## config.mk

```make
export PLATFORM = sky130hd
export DESIGN_NAME = clock_divider_bank_flat
export DESIGN_NICKNAME = d
export VERILOG_FILES = /design/src/rtl/clk_div_pkg.sv /design/src/rtl/clock_divider_bank_if.sv /design/src/rtl/clock_divider_ch.sv /design/src/rtl/clock_divider_bank.sv /design/src/flat_wrapper.sv
export SDC_FILE = /design/constraint.sdc
export NUM_CORES = 1
export LEC_CHECK = 0
export CORE_AREA = 2 2 95 189
export DETAILED_ROUTE_END_ITERATION = 10
export DIE_AREA = 0 0 97 191
export MAX_ROUTING_LAYER = met4
export PLACE_DENSITY_LB_ADDON = 0.05
export SYNTH_ARGS = -nofsm -noshare
export SYNTH_HDL_FRONTEND = slang
export SYNTH_SLANG_ARGS = --single-unit
```

## constraint.sdc

```tcl
create_clock -name clk -period 2.6 [get_ports clk]
set_input_delay 0.52 -clock clk [delete_from_list [all_inputs] [get_ports clk]]
set_output_delay 0.52 -clock clk [all_outputs]
set_load 0.03 [all_outputs]
```

## src/rtl/clk_div_pkg.sv

```systemverilog
// Shared constants for the clock divider bank: default divisor width and
// the square-wave mode encoding carried alongside each divisor.
package clk_div_pkg;

    localparam int DIV_W_DEF = 8;

    localparam logic SQ_OFF = 1'b0;
    localparam logic SQ_ON  = 1'b1;

endpackage

```

## src/rtl/clock_divider_bank_if.sv

```systemverilog
// Register-write port of the divider bank. The host (master) presents one
// write per cycle; wr is a plain strobe, the bank always accepts it.
interface clock_divider_bank_if #(
    parameter int NUM_CH = 4,
    parameter int DIV_W  = 8
);
    localparam int CH_W = (NUM_CH > 1) ? $clog2(NUM_CH) : 1;

    logic            wr;
    logic [CH_W-1:0] wr_ch;
    logic [DIV_W-1:0] wr_div;
    logic            wr_sq;
    logic            wr_force;

    modport master (output wr, wr_ch, wr_div, wr_sq, wr_force);
    modport slave  (input  wr, wr_ch, wr_div, wr_sq, wr_force);

endinterface

```

## src/rtl/clock_divider_ch.sv

```systemverilog
// One divider channel: counter 0..act, shadow divisor applied at the wrap
// cycle (or at once when forced), registered tick and square outputs.
module clock_divider_ch
    import clk_div_pkg::*;
#(
    parameter int DIV_W = DIV_W_DEF
) (
    input  logic             clk,
    input  logic             rst,
    input  logic             wr_en,
    input  logic [DIV_W-1:0] wr_div,
    input  logic             wr_sq,
    input  logic             wr_force,
    output logic             tick,
    output logic             sq,
    output logic             pending,
    output logic [DIV_W-1:0] act_div
);

    logic [DIV_W-1:0] cnt;
    logic [DIV_W-1:0] act;
    logic [DIV_W-1:0] shd_div;
    logic             sqm;
    logic             shd_sq;
    logic             wrap;
    logic [DIV_W:0]   half;
    logic             in_high;

    // One extra bit so act = all-ones still yields a half period of 2^(DIV_W-1).
    assign wrap    = (cnt == act);
    assign half    = ({1'b0, act} + (DIV_W+1)'(2)) >> 1;
    assign in_high = ({1'b0, cnt} < half);
    assign act_div = act;

    always_ff @(posedge clk) begin
        if (rst) begin
            cnt     <= '0;
            act     <= '0;
            sqm     <= SQ_OFF;
            shd_div <= '0;
            shd_sq  <= SQ_OFF;
            pending <= 1'b0;
            tick    <= 1'b0;
            sq      <= 1'b0;
        end else if (wr_en && wr_force) begin
            // Truncated period: restart silently, drop any staged value.
            cnt     <= '0;
            act     <= wr_div;
            sqm     <= wr_sq;
            shd_div <= wr_div;
            shd_sq  <= wr_sq;
            pending <= 1'b0;
            tick    <= 1'b0;
            sq      <= 1'b0;
        end else begin
            tick <= wrap;
            sq   <= (sqm == SQ_ON) && in_high;
            if (wrap) begin
                cnt     <= '0;
                pending <= 1'b0;
                if (wr_en) begin
                    // Write landing on the boundary bypasses the shadow.
                    act     <= wr_div;
                    sqm     <= wr_sq;
                    shd_div <= wr_div;
                    shd_sq  <= wr_sq;
                end else if (pending) begin
                    act <= shd_div;
                    sqm <= shd_sq;
                end
            end else begin
                cnt <= cnt + DIV_W'(1);
                if (wr_en) begin
                    shd_div <= wr_div;
                    shd_sq  <= wr_sq;
                    pending <= 1'b1;
                end
            end
        end
    end

endmodule

```

## src/rtl/clock_divider_bank.sv

```systemverilog
// Bank of NUM_CH independent programmable dividers sharing one write port;
// decodes the channel select and flattens the per-channel outputs.
module clock_divider_bank
    import clk_div_pkg::*;
#(
    parameter int NUM_CH = 4,
    parameter int DIV_W  = DIV_W_DEF
) (
    input  logic                    clk,
    input  logic                    rst,
    clock_divider_bank_if.slave     bus,
    output logic [NUM_CH-1:0]       tick_out,
    output logic [NUM_CH-1:0]       sq_out,
    output logic [NUM_CH-1:0]       pending,
    output logic [NUM_CH*DIV_W-1:0] div_active
);

    localparam int CH_W = (NUM_CH > 1) ? $clog2(NUM_CH) : 1;

    logic [NUM_CH-1:0] wr_en;

    // Selects beyond NUM_CH-1 match no channel, so such writes are dropped.
    always_comb begin
        wr_en = '0;
        for (int i = 0; i < NUM_CH; i++) begin
            wr_en[i] = bus.wr && (bus.wr_ch == CH_W'(i));
        end
    end

    for (genvar g = 0; g < NUM_CH; g++) begin : g_ch
        clock_divider_ch #(.DIV_W(DIV_W)) u_ch (
            .clk      (clk),
            .rst      (rst),
            .wr_en    (wr_en[g]),
            .wr_div   (bus.wr_div),
            .wr_sq    (bus.wr_sq),
            .wr_force (bus.wr_force),
            .tick     (tick_out[g]),
            .sq       (sq_out[g]),
            .pending  (pending[g]),
            .act_div  (div_active[g*DIV_W +: DIV_W])
        );
    end

endmodule

```

## src/flat_wrapper.sv

```systemverilog
// flat-port wrapper written by rule: the top's interface ports become plain ports
module clock_divider_bank_flat import clk_div_pkg::*;
#(
    parameter int NUM_CH = 4,
    parameter int DIV_W  = DIV_W_DEF
)
  (clk, rst, tick_out, sq_out, pending, div_active, bus_wr, bus_wr_ch, bus_wr_div, bus_wr_sq, bus_wr_force);
  clock_divider_bank_if #(.NUM_CH(NUM_CH), .DIV_W(DIV_W)) bus_i ();
  input  logic clk;
  input  logic rst;
  output logic [NUM_CH-1:0] tick_out;
  output logic [NUM_CH-1:0] sq_out;
  output logic [NUM_CH-1:0] pending;
  output logic [NUM_CH*DIV_W-1:0] div_active;
  input wire logic [$bits(bus_i.wr)-1:0] bus_wr;
  input wire logic [$bits(bus_i.wr_ch)-1:0] bus_wr_ch;
  input wire logic [$bits(bus_i.wr_div)-1:0] bus_wr_div;
  input wire logic [$bits(bus_i.wr_sq)-1:0] bus_wr_sq;
  input wire logic [$bits(bus_i.wr_force)-1:0] bus_wr_force;
  assign bus_i.wr = bus_wr;
  assign bus_i.wr_ch = bus_wr_ch;
  assign bus_i.wr_div = bus_wr_div;
  assign bus_i.wr_sq = bus_wr_sq;
  assign bus_i.wr_force = bus_wr_force;
  clock_divider_bank #(.NUM_CH(NUM_CH), .DIV_W(DIV_W)) u_core (.clk(clk), .rst(rst), .bus(bus_i), .tick_out(tick_out), .sq_out(sq_out), .pending(pending), .div_active(div_active));
endmodule
```

Word level (Yosys, flattened, before mapping) --
Cells that the tools add are included.
Word-level totals: bits in registers 116, input bits 15, logic and storage cells 136
Operators by class: $add $sub $neg 8, $lt $le $gt $ge 4, eq/ne operators 7, muxes and demuxes 48, reduce and logical (&&, ||, !) cells 37
Operators with widths (number):
- $mux 8 | 24
- $add 8x2->9 const B | 4
- $add 8x1->8 const B | 4
- $eq 8x8->1 | 4
- $lt 8x8->1 | 4
- $mux 1 | 24
- $reduce_bool 2->1 | 8
- $logic_and 1x1->1 | 12
- $reduce_bool 3->1 | 4
- $reduce_or 3->1 | 4
- $reduce_and 2->1 | 4
- $reduce_or 2->1 | 4
- $eq 2x2->1 const B | 2
- $eq 2x1->1 const B | 1
- $logic_not 2->1 | 1

Logic depth before layout (Yosys ltp) --
Gate-level depths: netlist of the first run.
depth after elaboration 5, mapped depth 8, gate-level depth less buffers 8

Cells and area by module --
From an unflattened synthesis of the first run, not the netlist that was laid out.
Second synthesis, totals: cell total of the unflattened synthesis 711, area total of the unflattened synthesis 6432.4 µm²
By module, submodules not included:
- clock_divider_ch (u_core.g_ch[0].u_ch ...) | instances 3, cells each 177, area an instance 1600.3 µm²
- clock_divider_ch (u_core.g_ch[3].u_ch) | instances 1, cells each 176, area an instance 1594.0 µm²
- clock_divider_bank | instances 1, cells each 4, area an instance 37.5 µm²

Least setup slack after synthesis of the first run --
No wires, ideal clock.
kind register to register, from reg u_core.g_ch[0].u_ch.act[1], to reg u_core.g_ch[0].u_ch.sq, data arrival time 2298 ps, required time 2541 ps, slack 243 ps, cell stages (with the launch flop) 9, path buffers 0, clock period less this slack 2357 ps, path through dfxtp_1 -> ha_1 -> nand2_1 -> or2_2 -> xor2_1 -> ha_1 -> a21o_1 -> a2111oi_0 -> o31a_1
On the way: cells in the longest elaborated chain, start to end 3
RTL lines:
- from (decl) | RTL line clock_divider_ch.sv:21 | logic [DIV_W-1:0] act;
- from (signal assigned) | RTL line clock_divider_ch.sv:48 | act <= wr_div;
- from (signal assigned) | RTL line clock_divider_ch.sv:63 | act <= wr_div;
- from (signal assigned) | RTL line clock_divider_ch.sv:68 | act <= shd_div;
- $add 8x2->9 | RTL line clock_divider_ch.sv:31 | assign half = ({1'b0, act} + (DIV_W+1)'(2)) >> 1;
- $lt 8x8->1 | RTL line clock_divider_ch.sv:32 | assign in_high = ({1'b0, cnt} < half);
- $logic_and 1x1->1 | RTL line clock_divider_ch.sv:57 | sq <= (sqm == SQ_ON) && in_high;
- to (signal assigned) | RTL line clock_divider_ch.sv:57
- to (decl) | RTL line clock_divider_ch.sv:15 | output logic sq,
Every way passes these cells. A chain may end at the register's enable or synchronous reset.

Final worst setup path of the first run --
from reg u_core.g_ch[3].u_ch.act[2], to reg u_core.g_ch[3].u_ch.sq
On the way: cells in the longest elaborated chain, start to end 3
RTL lines (RTL line):
- from (decl) | clock_divider_ch.sv:21
- from (signal assigned) | clock_divider_ch.sv:48
- from (signal assigned) | clock_divider_ch.sv:63
- from (signal assigned) | clock_divider_ch.sv:68
- $add 8x2->9 | clock_divider_ch.sv:31
- $lt 8x8->1 | clock_divider_ch.sv:32
- $logic_and 1x1->1 | clock_divider_ch.sv:57
- to (signal assigned) | clock_divider_ch.sv:57
- to (decl) | clock_divider_ch.sv:15
Every way passes these cells.

==> impl_metrics.ini, run 1 <==
[clocking]
clk_latency_ns = 0.41
ctsLongestPathBuffers = 2
cts-root-buf = clkbuf_16
cts.htree.levels = 4
cts_tree = done
cts.sinks = 116
clkSlewWorstSetupHoldPaths_ns = 0.06
numCtsBuffers = 17

[sta]
rsz0062_at_grt = false
fin_setup_tns_ns = 0
final_max_slew_viol_count = 0
holdWs_ns = 0.4565
hold_violations = 0
fin_skew_ns = 0.006932
fin_crit_ns = 2.338
fmax_mhz = 427.7
max-slew-margin-rel_pct = 63.49
setup_viol = 0
worst_pin_slew_ns = 0.5452
fin_crit_sh_pct = 89.93
fin_ws_ns = 0.2618

[pwr]
total_power_w = 0.004602
combPwrFrac_pct = 11.6
p_leak_nw = 3.134
p_switching_w = 0.001193
seq_power_share_pct = 41.1
swShare_pct = 25.93
ir_drop_v = 0.0004128
p_int_w = 0.003409
p_clk_share_pct = 47.4
p_per_area_nw_per_um2 = 630.5

[setup_path]
path_max_fanout = 4
cp.arrival_ns = 2.69
critPathRequiredTime_ns = 2.95
end_kind = flop
critPathLaunchType = flop
path_class = reg -> reg

[synthesis]
synth-async-reset-ratio_pct = 0
synth_flop_cell = dfxtp_1
yosysMostFrequentCell = dfxtp_1
synth_top_cell_area_share_pct = 39.24
syn-mean-instance-area_um2 = 9.639
ys_top_cells_by_count = 116 x dfxtp_1, 62 x xor2_1, 59 x nand2_1
ys.warnings.count = 0
synth_edf_count = 0
synthesis.area_um2 = 5918
yosysTopAreaCell = dfxtp_1
ys_ff_latch = 116
postSynthCellCount = 614
synth_area_leaders = dfxtp_1 39%, xor2_1 9.2%, ha_1 7.6%, mux2_2 5.9%, nand2_1 3.7%
yosysSeqAreaShare_pct = 39.24
synth_cell_types = 46
synthesis.nets = 665

[final_layout]
antenna_cells = 0
drive_gt1_share_pct = 15.44
nets = 732
syn2layout_area_growth_pct = 23.34
n_fill_cell = 1719

[global_routing]
grt-ovfl-total = 0
grt_pass1_vias = 4586
grt_max_degree = 45
grt_use_total_pct = 16.90
antenna_found_initial = 0
grt_pass1_wl_um = 24170

[floorplanning]
start_util_pct = 34.61
rows = 68
die_w_um = 97
io_pins = 59
coreArea_um2 = 17100
die_area_um2 = 18530
die_y_um = 191

[status]
status = finished clean

[worst_hold_path]
hold_path.class = reg -> reg

[placement]
place_ws_ns = 0.1373
dpl.hpwl_um = 10250
gp_congestion = 0.7774
io_buffers = 58

[routing]
drtPass1Iterations = 4
ant_nets = 0
first_iter_violations = 125
via_per_inst = 4.963
post-route-drc-count = 0
wl_um = 14540
post_drt_wl_per_cell_um = 16.10
vias = 4482

[job]
drv_cap = 0
-- power groups by stage --
stage               registers [W]  logic, W  clock network [W]
detailed placement        0.00193  0.000539                  0
CTS                       0.00189  0.000540            0.00225
finish                    0.00189  0.000532            0.00218
floorplan                 0.00194  0.000372                  0
global placement          0.00193  0.000538                  0
global route              0.00190  0.000586            0.00233
-- through the flow --
stage / utilization (%) / cell area [µm²] / std cells
floorplan: - / 5918 / 614
global placement: 39.49 / 6754 / 872
detailed placement: 39.49 / 6754 / 872
CTS: 42.68 / 7298 / 903
global route: 42.68 / 7300 / 903
finish: 42.68 / 7300 / 903
-- metal layers --
metal  vias to the layer above  global-route usage (%)  wire length [µm]
li1                       2278                       -                 -
met1                      2135                   20.84              6886
met2                        60                   27.70              7152
met3                         9                   3.327               340
met4                         0                   5.688               159
met5                         -                       -                 0
-- layout by cell type (no fill, tap or decap), types with 2 or more instances in the layout --
cell and count:
clkinvlp_4 2, nor4_2 3, nand3_1 35, ha_1 36
nand2b_1 11, clkinv_2 6, a2111oi_0 4, and3_1 14
or2_2 2, clkbuf_8 2, nor4b_1 8, buf_4 30
a21o_1 11, and2_1 2, mux2_2 31, dfxtp_1 115
nor3_1 2, clkdlybuf4s50_1 57, mux2i_1 13, o31a_1 4
nor2_1 21, o21ai_0 4, nor3b_1 4, nor2b_1 31
clkbuf_1 2, nand2_1 59, a21oi_1 24, inv_1 10
xnor2_1 14, nand4_1 5, nor4_1 30, a211oi_1 4
clkbuf_16 17, xor2_1 62
-- flip-flops by register name, summed over array words and instances (netlist names) --
name / count
u_core.g_ch.u_ch.act_div: 32
u_core.g_ch.u_ch.cnt: 32
u_core.g_ch.u_ch.pending: 4
u_core.g_ch.u_ch.shd_div: 32
u_core.g_ch.u_ch.shd_sq: 4
u_core.g_ch.u_ch.sq: 4
u_core.g_ch.u_ch.sqm: 4
u_core.g_ch.u_ch.tick: 4
-- kinds of logic (layout without fill, tap and decap cells) --
family,Yosys count,in the layout,share of synthesized area (%)
AND/OR/NAND/NOR,237,237,22.45
flip-flops,116,116,39.24
XOR/XNOR,76,76,11.25
AO/OA/AOI/OAI,55,55,6.765
buffers and inverters,49,128,4.397
multiplexers,45,45,8.287
adder cells (fa/ha/maj),36,36,7.611
-- worst paths after layout --
check                                  from                              to  slack, ns  depth (start not counted)
max          u_core.g_ch[3].u_ch.act_div[2]          u_core.g_ch[3].u_ch.sq       0.26                          9
min          u_core.g_ch[0].u_ch.shd_div[6]  u_core.g_ch[0].u_ch.shd_div[6]       0.46                          2
max reg2reg  u_core.g_ch[3].u_ch.act_div[2]          u_core.g_ch[3].u_ch.sq       0.26                          9
min reg2reg  u_core.g_ch[0].u_ch.shd_div[6]  u_core.g_ch[0].u_ch.shd_div[6]       0.46                          2
-- repair_timing --
item	4_1_cts	5_1_grt
endpoints found under the setup margin	0	1
buffers inserted	0	0
hold buffers	0	0
gates resized for setup	0	1
-- worst max-delay path, stage by stage, from the launching register on --
cell and delay (ns):
dfxtp_1 0.39, ha_1 0.21, and3_1 0.20, nand3_1 0.10, xor2_1 0.16, ha_1 0.32, a21o_1 0.16, a2111oi_0 0.44
buf_4 0.19, o31a_1 0.12
-- cell type report --
| cell class | count | area, µm² | area share [%] |
|---|---|---|---|
| multi-input cells | 449 | 3336 | 45.70 |
| flip-flops and latches | 116 | 2323 | 31.83 |
| repair buffers | 87 | 795.8 | 10.90 |
| clock buffers | 21 | 460.4 | 6.308 |
| well taps | 210 | 262.8 | 3.600 |
| clock inverters | 10 | 83.83 | 1.148 |
| inverters | 10 | 37.54 | 0.5142 |
Power figures use the tool's default switching activity.
==> run 2: changes to the inputs <==
--- a/config.mk
+++ b/config.mk
@@ -6,6 +6,7 @@
 export NUM_CORES = 1
 export LEC_CHECK = 0
 export CORE_AREA = 2 2 95 189
+export CTS_BUF_LIST = sky130_fd_sc_hd__clkbuf_8
 export DETAILED_ROUTE_END_ITERATION = 10
 export DIE_AREA = 0 0 97 191
 export MAX_ROUTING_LAYER = met4
==> run 2 against run 1 <==
Wire length grew 0.14%. Die area did not move. Combinational power hardly changed. Critical path depth unchanged. Worst hold slack better by 0.0021 ns. Setup slack worse by 0.0069 ns. Via count increased by 0.20%. Clock skew grew 0.0044 ns. Maximum frequency decreased by 0.29%. Largest cell class unchanged.
==> impl_metrics.ini, run 2 (same netlist as run 1, synthesis figures left out) <==
[clocking]
cts.sinks = 116
clkSlewWorstSetupHoldPaths_ns = 0.07
cts_tree = done
clk_latency_ns = 0.44
post_cts_buffers = 0
cts_hold_buffers = 0
numCtsBuffers = 17
cts-root-buf = clkbuf_8
ctsLongestPathBuffers = 2
cts.htree.levels = 4
cts_resized = 0

[global_routing]
grt_use_total_pct = 16.91
antenna_found_initial = 0
grt_pass1_vias = 4575
grt_max_degree = 45
grt-ovfl-total = 0
grt_pass1_wl_um = 24100

[final_layout]
final_cell_mix = 115 x dfxtp_1, 62 x xor2_1, 59 x nand2_1
drive_gt1_share_pct = 15.44
n_fill_cell = 1750
final_common_cell = dfxtp_1
nets = 732
syn2layout_area_growth_pct = 20.11
utilization_pct = 41.56
antenna_cells = 0

[floorplanning]
die_area_um2 = 18530
die_y_um = 191
die_w_um = 97
io_pins = 59
rows = 68
coreArea_um2 = 17100
start_util_pct = 34.61

[setup_path]
cpPeakStageDelay_ns = 0.44
path_max_fanout = 4
reg2reg_to = u_core.g_ch[3].u_ch.sq
rr_startpoint = u_core.g_ch[3].u_ch.act_div[2]
crit_buf_inv = 1
end_kind = flop
crit_path_top_delay_cell = a2111oi_0
crit_family = compound AO/OA/AOI/OAI gates
worstPathCellList = ha_1 -> and3_1 -> nand3_1 -> xor2_1 -> ha_1 -> a21o_1 -> a2111oi_0 -> buf_4 -> o31a_1
critPathRequiredTime_ns = 2.98
path_class = reg -> reg
critPathLaunchType = flop
rr_worst_depth = 9
r2r_slack_ns = 0.25
cp_common_cell = ha_1
cp.arrival_ns = 2.72

[routing]
via_per_inst = 4.973
post-route-drc-count = 0
drtPass1Iterations = 4
first_iter_violations = 138
vias = 4491
ant_nets = 0
wl_um = 14560
post_drt_wl_per_cell_um = 16.12

[sta]
fin_setup_tns_ns = 0
fin_skew_ns = 0.01137
fmax_mhz = 426.4
worst_pin_slew_ns = 0.5091
setup_viol = 0
rsz0062_at_grt = false
max-slew-margin-rel_pct = 65.18
fin_ws_ns = 0.2549
hold_violations = 0
final_max_slew_viol_count = 0
fin_crit_sh_pct = 90.20
fin_crit_ns = 2.345

[placement]
gp_congestion = 0.7774
dpl.hpwl_um = 10250
place_ws_ns = 0.1373
io_buffers = 58

[worst_hold_path]
hp-start = u_core.g_ch[1].u_ch.shd_div[1]
hold_end = u_core.g_ch[1].u_ch.shd_div[1]
hold_path.class = reg -> reg
hold_path_depth = 2

[pwr]
seq_power_share_pct = 47.7
combPwrFrac_pct = 13.5
p_per_area_nw_per_um2 = 556.6
p_switching_w = 0.001116
p_leak_nw = 3.055
ir_drop_v = 0.0003017
p_int_w = 0.002841
p_clk_share_pct = 38.8
swShare_pct = 28.21

[job]
drv_cap = 0

[status]
status = finished clean
run 2: how the worst max path moves through the flow:
stage	from	end	slack [ns]	depth (start not counted)
floorplan	u_core.g_ch[0].u_ch.act_div[1]	u_core.g_ch[0].u_ch.sq	0.24	8
finish	u_core.g_ch[3].u_ch.act_div[2]	u_core.g_ch[3].u_ch.sq	0.25	9
global route	u_core.g_ch[2].u_ch.act_div[3]	u_core.g_ch[2].u_ch.sq	0.08	8
CTS	u_core.g_ch[3].u_ch.act_div[2]	u_core.g_ch[3].u_ch.sq	0.19	9
global placement	bus_wr_ch[1]	u_core.g_ch[0].u_ch.act_div[5]	0.16	5
detailed placement	bus_wr_ch[1]	u_core.g_ch[0].u_ch.act_div[3]	0.14	5
run 2: worst register-to-register path: stages, from the launching register on:
cell	delay, ns
dfxtp_1	0.39
ha_1	0.21
and3_1	0.20
nand3_1	0.10
xor2_1	0.16
ha_1	0.32
a21o_1	0.16
a2111oi_0	0.44
buf_4	0.19
o31a_1	0.12
run 2: final cells by class:
class,count,area [µm²],area share (%)
Clock buffer,19,261.5,3.679
Inverter,10,37.54,0.5281
Timing Repair Buffer,87,795.8,11.20
Tap cell,210,262.8,3.697
Sequential cell,116,2323,32.69
Clock inverter,12,91.34,1.285
Multi-Input combinational cell,449,3336,46.93
run 2: layer usage:
metal	wire length (µm)	vias up	share of wire [%]	GRT usage [%]
li1	-	2278	-	-
met1	6884	2136	47	20.86
met2	7094	62	49	27.56
met3	361	15	2.5	3.547
met4	218	0	1.5	5.688
met5	0	-	0	-
run 2: power groups by stage:
stage	Combinational, W	Sequential, W	Clock [W]
floorplan	0.000372	0.00194	0
global placement	0.000538	0.00193	0
detailed placement	0.000539	0.00193	0
CTS	0.000540	0.00189	0.00161
global route	0.000587	0.00190	0.00168
finish	0.000533	0.00189	0.00154
run 2: per-stage QoR:
step                std cells  hold WS, ns  power (W)  area (µm²)
floorplan                 614       0.4368   0.002310        5918
CTS                       903       0.4628   0.004036        7107
detailed placement        872       0.4518   0.002470        6754
finish                    903       0.4586   0.003956        7108
global placement          872       0.4425   0.002470        6754
global route              903       0.4877   0.004167        7108
